$ cat config.mk
export PLATFORM = sky130hd
export DESIGN_NAME = countdown_timer_n
export DESIGN_NICKNAME = d
export VERILOG_FILES = /design/src/rtl/countdown_timer_n.sv
export SDC_FILE = /design/constraint.sdc
export NUM_CORES = 1
export LEC_CHECK = 0
export BUFFER_PORTS_ARGS = -buffer_cell sky130_fd_sc_hd__buf_2
export CORE_UTILIZATION = 54
export DETAILED_ROUTE_END_ITERATION = 8
export GPL_ROUTABILITY_DRIVEN = 0
export HOLD_SLACK_MARGIN = 0.1
export PLACE_DENSITY = 0.79
export SLEW_MARGIN = 15
export SYNTH_ARGS = -nofsm -noshare
export SYNTH_HDL_FRONTEND = slang
export SYNTH_SLANG_ARGS = --single-unit
$ cat constraint.sdc
create_clock -name clk -period 2.2 [get_ports clk]
set_clock_uncertainty 0.15 [all_clocks]
set_input_delay 0.22 -clock clk [delete_from_list [all_inputs] [get_ports clk]]
set_output_delay 0.22 -clock clk [all_outputs]
set_load 0.01 [all_outputs]
$ cat src/rtl/countdown_timer_n.sv
// Programmable interval timer: prescaled countdown with one-shot / auto-reload modes,
// pause and stop control, a registered done pulse and a completed-period counter.
module countdown_timer_n #(
  parameter int WIDTH    = 7,
  parameter int PRESCALE = 1,
  parameter int PCNT_W   = 8
) (
  input  logic              clk,
  input  logic              rst_n,
  input  logic              start,
  input  logic              stop,
  input  logic              pause,
  input  logic              auto_reload,
  input  logic [WIDTH-1:0]  preset_value,
  output logic [WIDTH-1:0]  count_out,
  output logic              active,
  output logic              done,
  output logic [PCNT_W-1:0] period_cnt,
  output logic [1:0]        state_dbg
);
  localparam int               PSC_W    = (PRESCALE > 1) ? $clog2(PRESCALE) : 1;
  localparam logic [PSC_W-1:0] PSC_LAST = PSC_W'(PRESCALE - 1);
  localparam logic [WIDTH-1:0] CNT_ONE  = WIDTH'(1);

  // state_dbg encoding: 0 = IDLE, 1 = RUN, 2 = PAUSED
  typedef enum logic [1:0] {
    ST_IDLE   = 2'd0,
    ST_RUN    = 2'd1,
    ST_PAUSED = 2'd2
  } state_t;

  state_t            state, state_nxt;
  logic [PSC_W-1:0]  psc, psc_nxt;
  logic [WIDTH-1:0]  reload, reload_nxt, count_nxt;
  logic [PCNT_W-1:0] pcnt_nxt;
  logic              mode_ar, mode_ar_nxt;
  logic              done_nxt;
  logic              run_slot, tick, terminal;

  // Priority stop > start > pause > tick: the prescaler only advances in an uncontested RUN cycle.
  assign run_slot = (state == ST_RUN) && !pause && !stop && !start;
  assign tick     = run_slot && (psc == PSC_LAST);
  assign terminal = tick && (count_out == CNT_ONE);

  assign state_dbg = state;

  always_ff @(posedge clk or negedge rst_n) begin
    if (!rst_n) begin
      state <= ST_IDLE;
    end else begin
      state <= state_nxt;
    end
  end

  always_comb begin
    state_nxt = state;
    if (stop) begin
      state_nxt = ST_IDLE;
    end else if (start) begin
      state_nxt = (preset_value != '0) ? ST_RUN : ST_IDLE;
    end else begin
      case (state)
        ST_RUN: begin
          if (pause) begin
            state_nxt = ST_PAUSED;
          end else if (terminal && !mode_ar) begin
            state_nxt = ST_IDLE;
          end
        end
        ST_PAUSED: begin
          if (!pause) begin
            state_nxt = ST_RUN;
          end
        end
        default: state_nxt = state;
      endcase
    end
  end

  always_comb begin
    count_nxt   = count_out;
    psc_nxt     = psc;
    reload_nxt  = reload;
    mode_ar_nxt = mode_ar;
    pcnt_nxt    = period_cnt;
    done_nxt    = 1'b0;
    if (stop) begin
      psc_nxt = '0;
    end else if (start) begin
      count_nxt   = preset_value;
      reload_nxt  = preset_value;
      mode_ar_nxt = auto_reload;
      psc_nxt     = '0;
      pcnt_nxt    = '0;
      done_nxt    = (preset_value == '0);
    end else if (run_slot) begin
      if (tick) begin
        psc_nxt = '0;
        if (terminal) begin
          done_nxt  = 1'b1;
          pcnt_nxt  = period_cnt + PCNT_W'(1);
          // Auto-reload jumps straight from 1 to the reload value, so 0 is never shown.
          count_nxt = mode_ar ? reload : '0;
        end else begin
          count_nxt = count_out - CNT_ONE;
        end
      end else begin
        psc_nxt = psc + PSC_W'(1);
      end
    end
  end

  always_ff @(posedge clk or negedge rst_n) begin
    if (!rst_n) begin
      count_out  <= '0;
      active     <= 1'b0;
      done       <= 1'b0;
      period_cnt <= '0;
      psc        <= '0;
      reload     <= '0;
      mode_ar    <= 1'b0;
    end else begin
      count_out  <= count_nxt;
      active     <= (state_nxt != ST_IDLE);
      done       <= done_nxt;
      period_cnt <= pcnt_nxt;
      psc        <= psc_nxt;
      reload     <= reload_nxt;
      mode_ar    <= mode_ar_nxt;
    end
  end

endmodule

# Yosys cells after proc, flatten, opt, wreduce, memory -nomap -nowiden
# Cells that the tools add are included.
# word_totals
regBits	28
latch_bits	0
ram_bits	0
mem_bits_ro	0
output_inout_bits	19
mem_count	0
# op_classes
n_addsub	3
n_mul	0
div	0
n_lt_le_gt_ge	0
eq_ne	3
shifts	0
n_mux	25
bitwise	2
reduce_logical	20
# op_table
cell	count
2-to-1 mux 7 bit	5
2-to-1 mux 8 bit	4
2-to-1 mux 1 bit	10
2-to-1 mux 2 bit	5
adder 8 x 1 -> 8 bit (second input constant)	1
nonzero test 2 bit	4
== test 7 x 1 -> 1 bit (second input constant)	1
zero test 7 bit	1
nonzero test 7 bit	1
subtractor 7 x 1 -> 7 bit (second input constant)	1
logical AND 1 bit	6
zero test 1 bit	4
case mux 2 bit (2 select lines)	1
AND reduction 4 bit	1
AND reduction 3 bit	1
nonzero test 3 bit	1
== test 2 x 1 -> 1 bit (second input constant)	1
== test 2 bit (second input constant)	1
inverter 1 bit	2
AND reduction 2 bit	1
adder 1 bit (second input constant)	1

# Logic depth before layout (Yosys ltp)
# Gate-level depths: netlist of run 1.
# logic_depth
depth_word	13
ltp_mapped	9
mapped_depth_nobuf	7

# Worst setup path before layout of run 1
# No wires, ideal clock.
# synth_path
kind	reg-to-reg
from	register state[1], in the netlist state_dbg[1]
to	register count_out[2]
arrival_time_ps	1596
path_slack_ps	323
stages_incl_launch_ff	10
path_cell_list	dfrtp_1 -> inv_1 -> ha_1 -> nor3b_2 -> and3_1 -> buf_6 -> buf_8 -> nor2_1 -> a31oi_1 -> a21oi_1
# synth_via
elab_chain_cells	10
elab_cells_between_ends	13
classes_between	eq/ne: 1; mux: 4; reduce/logical: 8
# synth_lines
item	line_no	rtl
start: declaration	32	state_t state, state_nxt;
start signal: assignment	51	state <= state_nxt;
== test 2 x 1 -> 1 bit (*)	41	assign run_slot = (state == ST_RUN) && !pause && !stop && !start;
logical AND 1 bit (*) (3 in a row)	41	
logical AND 1 bit	42	assign tick = run_slot && (psc == PSC_LAST);
logical AND 1 bit	43	assign terminal = tick && (count_out == CNT_ONE);
2-to-1 mux 7 bit	99	if (terminal) begin
2-to-1 mux 7 bit	97	if (tick) begin
2-to-1 mux 7 bit	96	end else if (run_slot) begin
2-to-1 mux 7 bit	89	end else if (start) begin
end signal: assignment	123	count_out <= count_nxt;
end: declaration	15	output logic [WIDTH-1:0] count_out,
# Every way passes the cells marked *; elsewhere a longest branch is shown, timed or not. The select of a mux whose other input is x is not followed.
# A chain may end at the register's enable or synchronous reset.

# Worst setup path in the final report of run 1
# Same ends and word-level chain as after synthesis.

==> flow_metrics.env, run 1 <==
export IMPL_overflow=0
export IMPL_status="finished, final reports clean"
export IMPL_rsz0062_at_grt="no"
export IMPL_final_core_util_pct=69.28
export IMPL_grt_pass1_wl_um=6341
export IMPL_hp_class="in2reg"
export IMPL_ys_async_sr_fraction_pct=100.0
export IMPL_start_kind="flip-flop"
export IMPL_cts_root_buf="clkbuf_4"
export IMPL_cp_end_kind="flip-flop"
export IMPL_vias=1435
export IMPL_diodes=0
export IMPL_syn_cell_area_mm2=0.001568
export IMPL_nets=238
export IMPL_avgSynthCellArea_um2=8.908
export IMPL_drv_cap=0
export IMPL_post_route_period_util_pct=93.89
export IMPL_dieArea_mm2=0.003123
export IMPL_grt_max_degree=29
export IMPL_ant_nets=0
export IMPL_syn_nets=194
export IMPL_hold_viol=0
export IMPL_min_to="period_cnt[0]$_DFFE_PN0P_"
export IMPL_grt_total_usage_pct=25.61
export IMPL_initial_utilization_pct=56.85
export IMPL_wl_um=3715
export IMPL_fin_total_pwr_mw=1.216
export IMPL_wl_per_cell_um=14.86
export IMPL_cp_max_fo=8
export IMPL_drt_iter0_markers=77
export IMPL_netlist_instances=176
export IMPL_clkTransAtPathRegs_ps=160
export IMPL_worstPathRequired_ps=2280
export IMPL_startpoint="state_dbg[1]$_DFF_PN0_"
export IMPL_min_delay_path_depth=4
export IMPL_crit_arrival_ps=2150
export IMPL_reg2reg_to="count_out[2]$_DFFE_PN0P_"
export IMPL_cts_tree="done"
export IMPL_vias_per_cell=5.740
export IMPL_clkSinkCount=28
export IMPL_ys_seq_area_share_pct=44.69
export IMPL_die_h_um=55.88
export IMPL_wl_met3_um=167
export IMPL_critical_path_class="reg2reg"
export IMPL_post_route_drc_count=0
export IMPL_core_area_mm2=0.002758
export IMPL_ys_types=44
export IMPL_yosys_most_used_dff="dfrtp_1"
export IMPL_r2r_start="state_dbg[1]$_DFF_PN0_"
export IMPL_cts_max_level=1
export IMPL_final_common_cell="nand2_1"
export IMPL_layout_common_cells="36 x nand2_1, 31 x buf_2, 28 x dfrtp_1"
export IMPL_drv_slew=0
export IMPL_p_leak_nw=0.9241
export IMPL_io_buffer_count=31
export IMPL_insertion_delay_ps=340
export IMPL_reg2reg_setup_slack_ps=130
export IMPL_clk_path_buf_depth=2
export IMPL_setup_viol=0
export IMPL_grt_pass1_vias=1415
export IMPL_dp_slack_ps=73.95
export IMPL_antenna_found_initial=0
export IMPL_cts_buffers=3
export IMPL_power_density_mw_per_mm2=636.5
export IMPL_dr_pass1_iters=4
export IMPL_placed_cell_area_mm2=0.001740
export IMPL_rows=19
export IMPL_wl_met1_um=1637
export IMPL_hpwlAfterDp_um=2540
export IMPL_wl_met2_um=1844
export IMPL_vdd_drop_max_mv=0.5653
export IMPL_synth_edf_count=0
export IMPL_top_layer="met4"
export IMPL_fmax_ghz=0.4841
export IMPL_drive_gt1_share_pct=22.37
export IMPL_worst_pin_slew_ps=628.4
export IMPL_cts_setup_buffers=0
export IMPL_ys_ff_latch=28
export IMPL_period_needed_ps=2066
export IMPL_setup_ws_ps=134.3
export IMPL_dieWidth_um=55.88
export IMPL_finalInstanceArea_mm2=0.001911
export IMPL_r2r_cells=8
export IMPL_slew_headroom_pct=58.11
export IMPL_pin_count=32
export IMPL_yosys_warnings=0
export IMPL_setup_tns_final_ps=0
export IMPL_area_delta_synth_final_pct=21.87
export IMPL_hp_start="pause"
-- area by class of cell --
cell class              count  area [µm²]
clock buffers               3       22.52
repair buffers             47       302.8
inverters                   4       15.01
clock inverters             1       30.03
multi-input cells         136       800.8
well taps                  31       38.79
fillers                   225       847.1
flip-flops and latches     28       700.7
-- synth_stat cells (3+ instances only) --
master | instances | area (µm²)
inv_1 | 4 | 15.01
nand2b_1 | 3 | 18.77
dfrtp_1 | 28 | 700.7
nand2_1 | 36 | 135.1
ha_1 | 5 | 62.56
nand3_1 | 5 | 25.02
xor2_1 | 4 | 35.03
and3_1 | 4 | 25.02
o21ai_0 | 4 | 20.02
nor2_1 | 20 | 75.07
a31oi_1 | 6 | 37.54
o22ai_1 | 6 | 37.54
clkbuf_1 | 3 | 11.26
o21ai_1 | 5 | 25.02
a21oi_1 | 6 | 30.03
-- timing repair --
item | in CTS | in global routing
resized for setup | 0 | 2
hold buffers | 11 | 0
endpoints found under the hold margin | 44 | 0
endpoints found under the setup margin | 0 | 8
-- power breakdown --
group / internal (mW) / switching (mW)
Sequential: 0.559 / 0.0511
Combinational: 0.118 / 0.139
Clock: 0.185 / 0.165
-- routing by layer --
| metal | global-route usage (%) | vias up |
|---|---|---|
| met1 | 33.64 | 673 |
| met3 | 2.791 | 7 |
| met4 | 11.15 | 0 |
| li1 | - | 700 |
| met2 | 43.03 | 55 |
| met5 | 0 | - |
-- how the worst max path moves through the flow --
stage	endpoint	slack [ps]	cells past startpoint
3_5_place_dp	count_out[2]$_DFFE_PN0P_	70	8
2_1_floorplan	count_out[2]$_DFFE_PN0P_	320	9
3_3_place_gp	count_out[2]$_DFFE_PN0P_	190	8
4_1_cts	count_out[2]$_DFFE_PN0P_	50	8
6_report	count_out[2]$_DFFE_PN0P_	130	8
5_1_grt	count_out[4]$_DFFE_PN0P_	5	7
-- metrics by stage --
stage	hold slack, ps	std cells
floorplan	-225.6	176
global placement	111.7	235
detailed placement	127.2	235
CTS	140.8	250
global route	191.7	250
finish	165.0	250
-- registers in the layout (all words and copies together) (netlist names) --
name,flops
active,1
done,1
psc,1
period_cnt,8
reload,7
mode_ar,1
count_out,7
state_dbg,2
-- cell families after synthesis --
logic type,after synthesis,synth area share [%]
simple gates,86,27.05
compound gates,37,14.93
flops,28,44.69
buf+inv,12,4.708
xor+xnor,6,3.352
fa+ha+maj,5,3.990
mux,2,1.277
-- worst max-delay path: stages (launching register included) --
cell	delay, ps
dfrtp_1	450
inv_1	70
ha_1	220
nor3b_4	290
and3_2	320
buf_4	180
nor2_1	60
a31oi_1	140
a21oi_1	90
Power figures use the tool's default switching activity.
==> run 2, diff against run 1 <==
--- a/config.mk
+++ b/config.mk
@@ -10,7 +10,7 @@
 export DETAILED_ROUTE_END_ITERATION = 8
 export GPL_ROUTABILITY_DRIVEN = 0
 export HOLD_SLACK_MARGIN = 0.1
-export PLACE_DENSITY = 0.79
+export PLACE_DENSITY = 0.9
 export SLEW_MARGIN = 15
 export SYNTH_ARGS = -nofsm -noshare
 export SYNTH_HDL_FRONTEND = slang
==> run 2 against run 1 <==
Compared with the run above:
- wire length rose by 2.4%
- final area fell by 0.85%
- via count rose by 1.7%
- hold slack improved by 12 ps
- global-route usage rose by 1.2 points
- total power fell by 7.4%
- combinational power barely moved
- critical path depth did not move
- register-to-register slack improved by 40 ps
- die area did not move
- sequential share of layout area rose by 0.31 points
- critical path type is now in2reg
- critical endpoint unchanged
==> flow_metrics.env, run 2 (synthesis results as in run 1) <==
export IMPL_wl_per_cell_um=15.22
export IMPL_vias=1460
export IMPL_grt_total_usage_pct=26.82
export IMPL_drv_slew=0
export IMPL_cp_max_fo=14
export IMPL_start_kind="input pin"
export IMPL_p_seq_share_pct=54.2
export IMPL_hold_viol=0
export IMPL_reg_largest_list="period_cnt (8), count_out (7), reload (7)"
export IMPL_critical_path_class="in2reg"
export IMPL_area_delta_synth_final_pct=20.83
export IMPL_dieArea_mm2=0.003123
export IMPL_ant_nets=0
export IMPL_nets=238
export IMPL_initial_utilization_pct=56.85
export IMPL_switching_share_pct=30.97
export IMPL_die_h_um=55.88
export IMPL_clkSinkCount=28
export IMPL_pwr_share_comb_pct=22.6
export IMPL_clkPwrFrac_pct=23.2
export IMPL_cts_buffers=3
export IMPL_dpl_cell_count=235
export IMPL_dieWidth_um=55.88
export IMPL_layout_common_cells="36 x nand2_1, 31 x buf_2, 28 x dfrtp_1"
export IMPL_switching_power_mw=0.3487
export IMPL_drv_cap=0
export IMPL_rows=19
export IMPL_diodes=0
export IMPL_fmax_ghz=0.4876
export IMPL_cts_tree="done"
export IMPL_p_leak_nw=0.9173
export IMPL_clkTransAtPathRegs_ps=150
export IMPL_cp_end_kind="flip-flop"
export IMPL_post_route_period_util_pct=93.23
export IMPL_overflow=0
export IMPL_drt_iter0_markers=76
export IMPL_rsz0062_at_grt="no"
export IMPL_worstPathRequired_ps=2280
export IMPL_period_needed_ps=2051
export IMPL_antenna_found_initial=0
export IMPL_vias_per_cell=5.840
export IMPL_critical_path_max_stage_delay_ps=530
export IMPL_status="finished, final reports clean"
export IMPL_insertion_delay_ps=340
export IMPL_cts_root_buf="clkbuf_4"
export IMPL_crit_arrival_ps=2130
export IMPL_wl_um=3806
export IMPL_io_buffer_count=31
export IMPL_cts_setup_buffers=0
export IMPL_largest_register_ff_count=8
export IMPL_worst_pin_slew_ps=611.5
export IMPL_core_area_mm2=0.002758
export IMPL_dr_pass1_iters=4
export IMPL_final_instance_count_excl_fill=250
export IMPL_grt_pass1_wl_um=6499
export IMPL_post_route_drc_count=0
export IMPL_grt_max_degree=29
export IMPL_internal_power_mw=0.7775
export IMPL_cts_max_level=1
export IMPL_setup_viol=0
export IMPL_setup_tns_final_ps=0
export IMPL_grt_pass1_vias=1436
export IMPL_top_register="period_cnt"
export IMPL_slowest_stage="dlygate4sd3_1"
export IMPL_path_cells="dlygate4sd3_1, buf_2, nor4b_2, and3_2, buf_4, nor2_1, a31oi_1, a21oi_1"
export IMPL_pin_count=32
export IMPL_clk_path_buf_depth=2
export IMPL_slew_headroom_pct=59.23
export IMPL_drive_gt1_share_pct=22.37
export IMPL_vdd_drop_max_mv=0.5339
export IMPL_power_density_mw_per_mm2=594.5
export IMPL_hp_class="in2reg"
export IMPL_final_common_cell="nand2_1"
export IMPL_hpwlAfterDp_um=2620
run 2: what timing repair did:
| action | CTS | global route |
|---|---|---|
| endpoints found under the setup margin | 0 | 7 |
| hold buffers | 11 | 0 |
| resized for setup | 0 | 2 |
| hold endpoints to repair | 46 | 0 |
run 2: stage by stage:
stage          instance area (µm²)  setup WS (ps)  hold WS, ps  total power [mW]  utilization, %
2_1_floorplan                 1568          323.1       -225.6            0.7594               -
3_3_place_gp                  1740          253.3        114.0            0.8429           63.11
3_5_place_dp                  1740          142.3        114.3            0.8537           63.11
4_1_cts                       1887          96.03        156.7             1.117           68.42
5_1_grt                       1894          3.699        204.2             1.186           68.69
6_report                      1894          149.0        176.8             1.126           68.69
run 2: routing by layer:
| metal | part of all wire (%) | track usage (%) | vias to the layer above |
|---|---|---|---|
| li1 | - | - | 707 |
| met1 | 46 | 36.04 | 697 |
| met2 | 48 | 45.78 | 51 |
| met3 | 4.9 | 2.558 | 5 |
| met4 | 1.1 | 9.059 | 0 |
| met5 | 0 | 0 | - |
run 2: final timing paths:
path	startpoint	endpoint	slack [ps]	cells past startpoint
hold reg to reg	reload[1]$_DFFE_PN0P_	reload[1]$_DFFE_PN0P_	360	2
min in group asynchronous	rst_n	period_cnt[7]$_DFFE_PN0P_	250	2
setup reg to reg	state_dbg[1]$_DFF_PN0_	count_out[2]$_DFFE_PN0P_	170	8
max in group asynchronous	rst_n	count_out[1]$_DFFE_PN0P_	1250	2
hold / removal	pause	psc$_DFFE_PN0P_	180	3
setup / recovery	stop	count_out[2]$_DFFE_PN0P_	150	8
run 2: power by group through the flow:
stage	logic, mW	clock network, mW	registers [mW]
2_1_floorplan	0.140	0	0.619
3_3_place_gp	0.228	0	0.615
3_5_place_dp	0.234	0	0.619
4_1_cts	0.251	0.256	0.609
5_1_grt	0.285	0.285	0.616
6_report	0.255	0.261	0.610
run 2: cell type report:
cell class                      instances  area (µm²)
Inverter                                4       15.01
Timing Repair Buffer                   47       302.8
Sequential cell                        28       700.7
Fill cell                             226       863.3
Tap cell                               31       38.79
Clock buffer                            4       36.28
Multi-Input combinational cell        136       800.8
run 2: critical path: cells and delay by family:
kind,cells,cell delay (ps)
simple gates,3,740
compound gates,2,240
buf+inv,3,920
